### src/rtl/vcache_dma_arbiter_pkg.sv
// -----------------------------------------------------------------------------
// vcache_dma_arbiter_pkg
//   Shared types for the vcache DMA arbiter slice.
//   - arb_state_e      : packet FSM states (IDLE accepts packets, WDATA streams
//                        one write block from the owning cache)
//   - vcache_dma_pkt_s : DMA packet layout {write_not_read, addr}; the arbiter
//                        ports carry the same bit layout as flat vectors so the
//                        address width can be overridden per instance
//   - safe_clog2       : $clog2 clamped to at least 1 bit
// -----------------------------------------------------------------------------
package vcache_dma_arbiter_pkg;

   typedef enum logic {
      ST_IDLE  = 1'b0,
      ST_WDATA = 1'b1
   } arb_state_e;

   localparam int unsigned dma_addr_width_gp = 32;

   typedef struct packed {
      logic                         write_not_read;
      logic [dma_addr_width_gp-1:0] addr;
   } vcache_dma_pkt_s;

   function automatic int unsigned safe_clog2(input int unsigned n);
      return (n > 1) ? $clog2(n) : 1;
   endfunction

endpackage

### src/rtl/vcache_dma_id_fifo.sv
// -----------------------------------------------------------------------------
// vcache_dma_id_fifo
//   Small FIFO of cache IDs, one entry per outstanding read packet. The head
//   entry names the cache that owns the read data currently returning.
//   Ports:
//     clk_i, reset_n_i : clock, asynchronous active-low reset (empties FIFO)
//     data_i, v_i      : ID to push; push happens only when ready_o is high
//     ready_o          : not full (a pop in the same cycle does not free a slot)
//     data_o, v_o      : head ID and not-empty flag
//     yumi_i           : pop the head entry
// -----------------------------------------------------------------------------
module vcache_dma_id_fifo
   import vcache_dma_arbiter_pkg::*;
#(
   parameter int unsigned width_p = 2,
   parameter int unsigned els_p   = 4
) (
   input  logic               clk_i,
   input  logic               reset_n_i,
   input  logic [width_p-1:0] data_i,
   input  logic               v_i,
   output logic               ready_o,
   output logic [width_p-1:0] data_o,
   output logic               v_o,
   input  logic               yumi_i
);

   localparam int unsigned ptr_width_lp = safe_clog2(els_p);
   localparam int unsigned cnt_width_lp = $clog2(els_p + 1);
   localparam logic [ptr_width_lp-1:0] last_ptr_lp = ptr_width_lp'(els_p - 1);
   localparam logic [cnt_width_lp-1:0] full_cnt_lp = cnt_width_lp'(els_p);

   logic [els_p-1:0][width_p-1:0] mem_q, mem_d;
   logic [ptr_width_lp-1:0]       wptr_q, wptr_d;
   logic [ptr_width_lp-1:0]       rptr_q, rptr_d;
   logic [cnt_width_lp-1:0]       count_q, count_d;
   logic                          push, pop;

   assign ready_o = (count_q != full_cnt_lp);
   assign v_o     = (count_q != '0);
   assign data_o  = mem_q[rptr_q];
   assign push    = v_i & ready_o;
   assign pop     = yumi_i & v_o;

   always_comb begin
      mem_d   = mem_q;
      wptr_d  = wptr_q;
      rptr_d  = rptr_q;
      count_d = count_q;
      if (push) begin
         mem_d[wptr_q] = data_i;
         wptr_d = (wptr_q == last_ptr_lp) ? '0 : wptr_q + ptr_width_lp'(1);
      end
      if (pop) begin
         rptr_d = (rptr_q == last_ptr_lp) ? '0 : rptr_q + ptr_width_lp'(1);
      end
      if (push && !pop) begin
         count_d = count_q + cnt_width_lp'(1);
      end else if (pop && !push) begin
         count_d = count_q - cnt_width_lp'(1);
      end
   end

   always_ff @(posedge clk_i or negedge reset_n_i) begin
      if (!reset_n_i) begin
         mem_q   <= '0;
         wptr_q  <= '0;
         rptr_q  <= '0;
         count_q <= '0;
      end else begin
         mem_q   <= mem_d;
         wptr_q  <= wptr_d;
         rptr_q  <= rptr_d;
         count_q <= count_d;
      end
   end

endmodule

### src/rtl/vcache_dma_arbiter.sv
// -----------------------------------------------------------------------------
// vcache_dma_arbiter
//   Shares one memory DMA channel among num_caches_p vcaches.
//   Packets are granted round-robin. A write packet locks the channel until its
//   block of write beats has been transferred; read packets queue their cache
//   ID in an ID FIFO and read data is routed back in acceptance order,
//   independently of the packet FSM.
//   Ports:
//     clk_i, reset_n_i                          : clock, async active-low reset
//     dma_pkt_i/_v_i/_yumi_o                    : per-cache packets {wnr, addr}
//     dma_data_i/_v_i/_yumi_o                   : per-cache write data
//     dma_data_o, dma_data_v_o, dma_data_ready_i: read data back to caches
//     mem_pkt_o/_v_o/_yumi_i                    : packet to memory
//     mem_wdata_o/_v_o/_yumi_i                  : write data to memory
//     mem_rdata_i/_v_i, mem_rdata_ready_o       : read data from memory
// -----------------------------------------------------------------------------
module vcache_dma_arbiter
   import vcache_dma_arbiter_pkg::*;
#(
   parameter int unsigned num_caches_p          = 4,
   parameter int unsigned addr_width_p          = 32,
   parameter int unsigned data_width_p          = 32,
   parameter int unsigned block_size_in_words_p = 8,
   parameter int unsigned max_reads_p           = 4
) (
   input  logic                                     clk_i,
   input  logic                                     reset_n_i,

   input  logic [num_caches_p-1:0][addr_width_p:0]  dma_pkt_i,
   input  logic [num_caches_p-1:0]                  dma_pkt_v_i,
   output logic [num_caches_p-1:0]                  dma_pkt_yumi_o,

   input  logic [num_caches_p-1:0][data_width_p-1:0] dma_data_i,
   input  logic [num_caches_p-1:0]                  dma_data_v_i,
   output logic [num_caches_p-1:0]                  dma_data_yumi_o,

   output logic [data_width_p-1:0]                  dma_data_o,
   output logic [num_caches_p-1:0]                  dma_data_v_o,
   input  logic [num_caches_p-1:0]                  dma_data_ready_i,

   output logic [addr_width_p:0]                    mem_pkt_o,
   output logic                                     mem_pkt_v_o,
   input  logic                                     mem_pkt_yumi_i,

   output logic [data_width_p-1:0]                  mem_wdata_o,
   output logic                                     mem_wdata_v_o,
   input  logic                                     mem_wdata_yumi_i,

   input  logic [data_width_p-1:0]                  mem_rdata_i,
   input  logic                                     mem_rdata_v_i,
   output logic                                     mem_rdata_ready_o
);

   localparam int unsigned id_width_lp  = safe_clog2(num_caches_p);
   localparam int unsigned cnt_width_lp = safe_clog2(block_size_in_words_p);
   localparam logic [id_width_lp-1:0]  last_id_lp   = id_width_lp'(num_caches_p - 1);
   localparam logic [cnt_width_lp-1:0] last_beat_lp = cnt_width_lp'(block_size_in_words_p - 1);
   // Packet MSB is write_not_read, matching vcache_dma_pkt_s.
   localparam int unsigned wnr_bit_lp   = addr_width_p;

   arb_state_e              state_q, state_d;
   logic [id_width_lp-1:0]  rr_ptr_q, rr_ptr_d;
   logic [id_width_lp-1:0]  wr_id_q, wr_id_d;
   logic [cnt_width_lp-1:0] wbeat_cnt_q, wbeat_cnt_d;
   logic [cnt_width_lp-1:0] rbeat_cnt_q, rbeat_cnt_d;

   logic [num_caches_p-1:0] eligible;
   logic                    grant_v;
   logic [id_width_lp-1:0]  grant_id;
   logic [id_width_lp-1:0]  scan_id;

   logic                    fifo_push;
   logic                    fifo_ready;
   logic [id_width_lp-1:0]  fifo_head;
   logic                    fifo_v;
   logic                    fifo_pop;

   // Round-robin pick. Reads are only eligible while the ID FIFO has room;
   // the FIFO's ready ignores a same-cycle pop, so a full FIFO always blocks.
   always_comb begin
      eligible = '0;
      for (int unsigned i = 0; i < num_caches_p; i++) begin
         eligible[i] = dma_pkt_v_i[i] & (dma_pkt_i[i][wnr_bit_lp] | fifo_ready);
      end
      grant_v  = 1'b0;
      grant_id = '0;
      scan_id  = rr_ptr_q;
      for (int unsigned k = 0; k < num_caches_p; k++) begin
         if (!grant_v && eligible[scan_id]) begin
            grant_v  = 1'b1;
            grant_id = scan_id;
         end
         scan_id = (scan_id == last_id_lp) ? '0 : scan_id + id_width_lp'(1);
      end
   end

   // Packet FSM and write-data path. Outputs are gated by reset_n_i so every
   // handshake drops the moment reset is asserted, not at the next edge.
   always_comb begin
      state_d         = state_q;
      rr_ptr_d        = rr_ptr_q;
      wr_id_d         = wr_id_q;
      wbeat_cnt_d     = wbeat_cnt_q;
      mem_pkt_o       = dma_pkt_i[grant_id];
      mem_pkt_v_o     = 1'b0;
      dma_pkt_yumi_o  = '0;
      mem_wdata_o     = dma_data_i[wr_id_q];
      mem_wdata_v_o   = 1'b0;
      dma_data_yumi_o = '0;
      fifo_push       = 1'b0;
      if (reset_n_i) begin
         unique case (state_q)
            ST_IDLE: begin
               mem_pkt_v_o = grant_v;
               if (grant_v && mem_pkt_yumi_i) begin
                  dma_pkt_yumi_o[grant_id] = 1'b1;
                  rr_ptr_d = (grant_id == last_id_lp) ? '0 : grant_id + id_width_lp'(1);
                  if (dma_pkt_i[grant_id][wnr_bit_lp]) begin
                     wr_id_d     = grant_id;
                     wbeat_cnt_d = '0;
                     state_d     = ST_WDATA;
                  end else begin
                     fifo_push = 1'b1;
                  end
               end
            end
            ST_WDATA: begin
               mem_wdata_v_o             = dma_data_v_i[wr_id_q];
               dma_data_yumi_o[wr_id_q]  = mem_wdata_yumi_i;
               if (mem_wdata_yumi_i) begin
                  if (wbeat_cnt_q == last_beat_lp) begin
                     wbeat_cnt_d = '0;
                     state_d     = ST_IDLE;
                  end else begin
                     wbeat_cnt_d = wbeat_cnt_q + cnt_width_lp'(1);
                  end
               end
            end
            default: state_d = ST_IDLE;
         endcase
      end
   end

   // Read return: the FIFO head owns the memory read stream.
   always_comb begin
      rbeat_cnt_d       = rbeat_cnt_q;
      fifo_pop          = 1'b0;
      dma_data_o        = mem_rdata_i;
      dma_data_v_o      = '0;
      mem_rdata_ready_o = 1'b0;
      if (reset_n_i && fifo_v) begin
         dma_data_v_o[fifo_head] = mem_rdata_v_i;
         mem_rdata_ready_o       = dma_data_ready_i[fifo_head];
         if (mem_rdata_v_i && dma_data_ready_i[fifo_head]) begin
            if (rbeat_cnt_q == last_beat_lp) begin
               rbeat_cnt_d = '0;
               fifo_pop    = 1'b1;
            end else begin
               rbeat_cnt_d = rbeat_cnt_q + cnt_width_lp'(1);
            end
         end
      end
   end

   always_ff @(posedge clk_i or negedge reset_n_i) begin
      if (!reset_n_i) begin
         state_q     <= ST_IDLE;
         rr_ptr_q    <= '0;
         wr_id_q     <= '0;
         wbeat_cnt_q <= '0;
         rbeat_cnt_q <= '0;
      end else begin
         state_q     <= state_d;
         rr_ptr_q    <= rr_ptr_d;
         wr_id_q     <= wr_id_d;
         wbeat_cnt_q <= wbeat_cnt_d;
         rbeat_cnt_q <= rbeat_cnt_d;
      end
   end

   vcache_dma_id_fifo #(
      .width_p (id_width_lp),
      .els_p   (max_reads_p)
   ) id_fifo (
      .clk_i     (clk_i),
      .reset_n_i (reset_n_i),
      .data_i    (grant_id),
      .v_i       (fifo_push),
      .ready_o   (fifo_ready),
      .data_o    (fifo_head),
      .v_o       (fifo_v),
      .yumi_i    (fifo_pop)
   );

endmodule
### config.mk
export PLATFORM = sky130hd
export DESIGN_NAME = vcache_dma_arbiter
export DESIGN_NICKNAME = d
export VERILOG_FILES = /design/src/rtl/vcache_dma_arbiter_pkg.sv /design/src/rtl/vcache_dma_id_fifo.sv /design/src/rtl/vcache_dma_arbiter.sv
export SDC_FILE = /design/constraint.sdc
export NUM_CORES = 1
export LEC_CHECK = 0
export BUFFER_PORTS_ARGS = -buffer_cell sky130_fd_sc_hd__buf_2
export CORE_AREA = 2 2 164 166
export DETAILED_ROUTE_END_ITERATION = 10
export DIE_AREA = 0 0 166 168
export PLACE_DENSITY_LB_ADDON = 0.1
export SLEW_MARGIN = 20
export SYNTH_ARGS = -nofsm -noshare
export SYNTH_HDL_FRONTEND = slang
export SYNTH_SLANG_ARGS = --single-unit
### constraint.sdc
create_clock -name clk_i -period 4.3 [get_ports clk_i]
set_clock_uncertainty 0.2 [all_clocks]
set_input_delay 0.86 -clock clk_i [delete_from_list [all_inputs] [get_ports clk_i]]
set_output_delay 0.86 -clock clk_i [all_outputs]
set_load 0.005 [all_outputs]
# == Word level (Yosys, flattened, before mapping) ==
# Cells that the tools add are included.
# op_classes
addsub,10
order_cmp,13
n_eq_ne,12
n_mux,72
bitwise,13
reduce_logical,23
# op_table
operator,n
33-bit binary-select mux with 2-bit select,1
32-bit binary-select mux with 2-bit select,1
33-bit 2-to-1 mux,1
32-bit 2-to-1 mux,1
1-bit 2-to-1 mux,29
2-bit by 3-bit < comparator with 1-bit output (second input constant),9
2-bit 2-to-1 mux,12
4-bit 2-to-1 mux,6
3-bit 2-to-1 mux,7
2-bit by 1-bit adder with 2-bit output (second input constant),6
1-bit binary-select mux with 2-bit select,6
2-bit equality test (second input constant),6
1-bit logical AND,12
3-bit by 1-bit adder with 3-bit output (second input constant),3
4-bit AND,2
8-bit bitwise mux,1
2-bit by 1-bit greater-or-equal comparator with 1-bit output (second input constant),4
4-bit AND reduction,2
1-bit AND,6
1-bit demux with 2-bit select,3
3-bit equality test (second input constant),2
2-bit != test (second input constant),3
3-bit case mux with 2 select lines,1
1-bit zero test,5
other kinds (11),14
# totals
regBits,26
in_bits,309
output_inout_bits,112

# == Logic depth before layout (Yosys ltp) ==
# logic_depth
ltp_word,26
depth_mapped,17
depth_no_buf,15

# == Modules after synthesis ==
# Synthesis repeated with hierarchy kept, for this count alone.
# unflattened
cells_unflattened,394
area_unflattened_um2,3970.1
# modules_own_cells
mod,instances,cells_each,area_per_inst_um2,seq_area_each_um2
vcache_dma_arbiter,1,335,3185.6,275.3
vcache_dma_id_fifo,1,59,784.5,375.4

# == Worst setup path before layout ==
# No wires, ideal clock.
# synth_path
path_kind,input to output
startpoint,input port dma_pkt_i[32] (netlist name)
endpoint,output port mem_pkt_o[10]
t_arrival_ns,3.115
slack_ns,0.125
stages,10
path_buffers,2
path_cell_list,or4b_2 -> and2_1 -> maj3_1 -> o22ai_1 -> a21o_1 -> clkinv_1 -> buf_2 -> clkbuf_1 -> a211oi_1 -> a21oi_1
# synth_between
elab_chain_len,16
word_cells_on_any_way,25
# synth_lines
element,line_no,source
"start, declared",vcache_dma_arbiter.sv:29,"input logic [num_caches_p-1:0][addr_width_p:0] dma_pkt_i,"
1-bit OR (*),vcache_dma_arbiter.sv:83,eligible[i] = dma_pkt_v_i[i] & (dma_pkt_i[i][wnr_bit_lp] | fifo_ready);
1-bit AND (*),vcache_dma_arbiter.sv:83,
1-bit binary-select mux with 2-bit select,vcache_dma_arbiter.sv:89,if (!grant_v && eligible[scan_id]) begin
1-bit 2-to-1 mux (implied by the code),vcache_dma_arbiter.sv:89,
1-bit 2-to-1 mux,vcache_dma_arbiter.sv:89,
1-bit zero test,vcache_dma_arbiter.sv:89,
1-bit logical AND,vcache_dma_arbiter.sv:89,
1-bit 2-to-1 mux,vcache_dma_arbiter.sv:89,
1-bit zero test,vcache_dma_arbiter.sv:89,
1-bit logical AND,vcache_dma_arbiter.sv:89,
1-bit 2-to-1 mux,vcache_dma_arbiter.sv:89,
1-bit zero test,vcache_dma_arbiter.sv:89,
1-bit logical AND,vcache_dma_arbiter.sv:89,
2-bit 2-to-1 mux (*),vcache_dma_arbiter.sv:89,
33-bit binary-select mux with 2-bit select (*),vcache_dma_arbiter.sv:104,mem_pkt_o = dma_pkt_i[grant_id];
33-bit 2-to-1 mux (implied by the code) (*),vcache_dma_arbiter.sv:104,
"end, declared",vcache_dma_arbiter.sv:41,"output logic [addr_width_p:0] mem_pkt_o,"
# Every way passes the cells marked *; elsewhere a longest branch is shown, timed or not. The select of a mux whose other input is x is not followed.

# == Worst setup path after layout ==
# layout_path
startpoint,input port dma_pkt_i[98] (netlist name)
endpoint,output port mem_pkt_o[23]
# The elaborated chain is that of the path after synthesis.

==> metrics.cfg <==
[status]
outcome = complete, no violations

[finish]
layout.nets = 1122
final_util = 0.260
fillerInstances = 2926
final_common_cell = buf_2
stdcell_count = 1137
multi_input_area_sq_um = 3210
diodes = 0
seqCellArea_sq_um = 654
area_growth_pct = 65.2
layout-drive-gt1-share = 0.642
layout_common_cells = buf_2, buf_4, a21oi_1

[yosys]
synth_area_per_cell_sq_um = 9.53
ys_async_sr_fraction = 1.00
yosys.cell_types.count = 64
ys_ff_latch = 26
ys_seq_area_frac = 0.157
synth_warnings = 0
synthCells = 435
yosys_most_used_dff = dfrtp_1
synthesis.nets = 760
syn_area_sq_um = 4140
synth_edf_count = 0

[placement]
post-dp-hpwl_um = 17500
placed_cells = 1126
place_ws_ns = -0.420
io_buffer_count = 356
place.gp.congestion = 0.791

[setup_path]
worstPathMaxFanout = 12
crit_chain = buf_2 -> or4b_4 -> nand3_1 -> a21oi_1 -> o32a_1 -> a221oi_4 -> buf_12 -> buf_16 -> buf_12 -> a211oi_1 -> a21oi_1 -> buf_2
end_kind = output pin
crit_path_start_kind = primary input
arrival_ns = 3.14
cp.required_ns = 3.24
path_class = primary input to output pin
slowest_delay_ns = 0.53
crit_slowest_cell = or4b_4

[clocking]
clockBufferDepth = 2
cts_num_sinks = 26
clk_latency_ns = 0.26
cts_tree = yes
numCtsBuffers = 3
cts_hold_buffers = 0
cts_root_buf = clkbuf_16
clkSlewWorstSetupHoldPaths_ns = 0.07
htreeDepth = 1

[die]
start_util = 0.157
die_w_um = 166
pin_count = 421
core_sq_um = 26400
die_h_um = 168
rows = 60
dieArea_sq_um = 27900

[sta]
timing.fmax_mhz = 238
tightest_slew_ns = 0.762
hold_ws_ns = 0.256
min_period_ns = 4.20
finalHoldViolCount = 0
slew_violations = 0
relSlewSlack = 0.492
setup_viol = 0
setup_tns_ns = 0
fin_ws_ns = 0.0974
fin_crit_sh = 0.977

[grt]
grt_pass1_vias = 5046
grt_pass1_wl_um = 29700
grt_max_degree = 28
antenna_found_initial = 0
grtUsageTotal = 0.136
overflow = 0

[route]
via_per_inst = 4.31
ant_nets = 0
drt_wl_total_um = 20300
drt_pre_antenna_iters = 4
drtIter0Drc = 102
drc = 0
vias = 4906
wl_per_cell_um = 17.9

[power]
leakage_nw = 3.45
ir_drop_v = 0.000343
power.density_nw_per_um2 = 759

[flow_run]
drv_cap = 0

[min_path]
holdCritPathClass = primary input to async pin

[report_power, final]
group          total, mW  switching [mW]  internal, mW
sequential         0.488           0.143         0.345
combinational       4.49            2.21          2.28
clock              0.211          0.0841         0.127
[final timing paths]
path | start | endpoint | slack [ns] | depth (start not counted)
max | dma_pkt_i[98] | mem_pkt_o[23] | 0.1 | 12
min in group clk_i | id_fifo.mem_q[4]$_DFFE_PN0P_ | id_fifo.mem_q[4]$_DFFE_PN0P_ | 0.29 | 1
max in group asynchronous | reset_n_i | wr_id_q[0]$_DFFE_PN0P_ | 3.04 | 2
max reg2reg | id_fifo.count_q[1]$_DFFE_PN0P_ | id_fifo.count_q[2]$_DFFE_PN0P_ | 0.46 | 16
min | reset_n_i | wbeat_cnt_q[2]$_DFFE_PN0P_ | 0.26 | 1
min reg2reg | id_fifo.mem_q[4]$_DFFE_PN0P_ | id_fifo.mem_q[4]$_DFFE_PN0P_ | 0.29 | 1
[cells by family after synthesis]
family / share of synthesized area
flops: 0.157
buf+inv: 0.103
mux: 0.325
simple gates: 0.151
fa+ha+maj: 0.0550
compound gates: 0.204
xor+xnor: 0.00634
[registers in the layout, summed over array words and instances (netlist names)]
signal	cells
rr_ptr_q	2
id_fifo.mem_q	8
wr_id_q	2
id_fifo.rptr_q	2
id_fifo.wptr_q	2
wbeat_cnt_q	3
id_fifo.count_q	3
rbeat_cnt_q	3
state_q	1
[metal layers]
layer,global-route usage,up-vias,part of all wire
li1,-,2374,-
met1,0.147,2255,0.37
met2,0.271,267,0.55
met3,0.0357,10,0.079
met4,0.0166,0,0.0072
met5,0,-,0
[critical path: cells and delay by family]
kind                   cells  cell delay (ns)
AOI/OAI and AO/OA          5             0.91
buffers and inverters      5             0.73
and+or+nand+nor            2             0.64
[stage by stage]
stage / area, sq um / power, mW
5_1_grt: 6840 / 5.66
4_1_cts: 6710 / 5.08
3_5_place_dp: 6490 / 4.56
2_1_floorplan: 4140 / 2.72
6_report: 6840 / 5.19
3_3_place_gp: 6490 / 4.59
[synth_stat cells (3+ instances only)]
cell type / instances / share of area
a211oi_1: 34 / 0.062
a21o_1: 4 / 0.0072
a21oi_1: 40 / 0.048
a31oi_1: 3 / 0.0045
a32o_1: 3 / 0.0072
and2_1: 38 / 0.057
and3_1: 4 / 0.0060
buf_1: 3 / 0.0027
buf_2: 6 / 0.0072
buf_4: 33 / 0.060
clkbuf_1: 22 / 0.020
dfrtp_1: 26 / 0.16
ha_1: 15 / 0.045
inv_1: 12 / 0.011
mux2_1: 5 / 0.014
mux2_2: 12 / 0.033
mux2i_1: 32 / 0.077
mux4_2: 36 / 0.20
nand2_1: 19 / 0.017
nand3_1: 9 / 0.011
nor2_1: 10 / 0.0091
nor3_1: 4 / 0.0048
nor3b_1: 4 / 0.0072
o211ai_1: 5 / 0.0091
o21ai_0: 3 / 0.0036
o22ai_1: 5 / 0.0075
[area by class of cell]
| cell class | instances | area share |
|---|---|---|
| clock buffers | 4 | 0.0115 |
| well taps | 341 | 0.0623 |
| flip-flops and latches | 26 | 0.0956 |
| repair buffers | 422 | 0.353 |
| inverters | 13 | 0.00786 |
| multi-input cells | 331 | 0.469 |
[what timing repair did]
item | 4_1_cts | 5_1_grt
pin swaps | 3 | 13
gates resized for setup | 20 | 17
cloned | 1 | 1
endpoints found under the setup margin | 37 | 33
setup buffers | 2 | 5
Note: power is estimated with default switching activity, not from simulation.
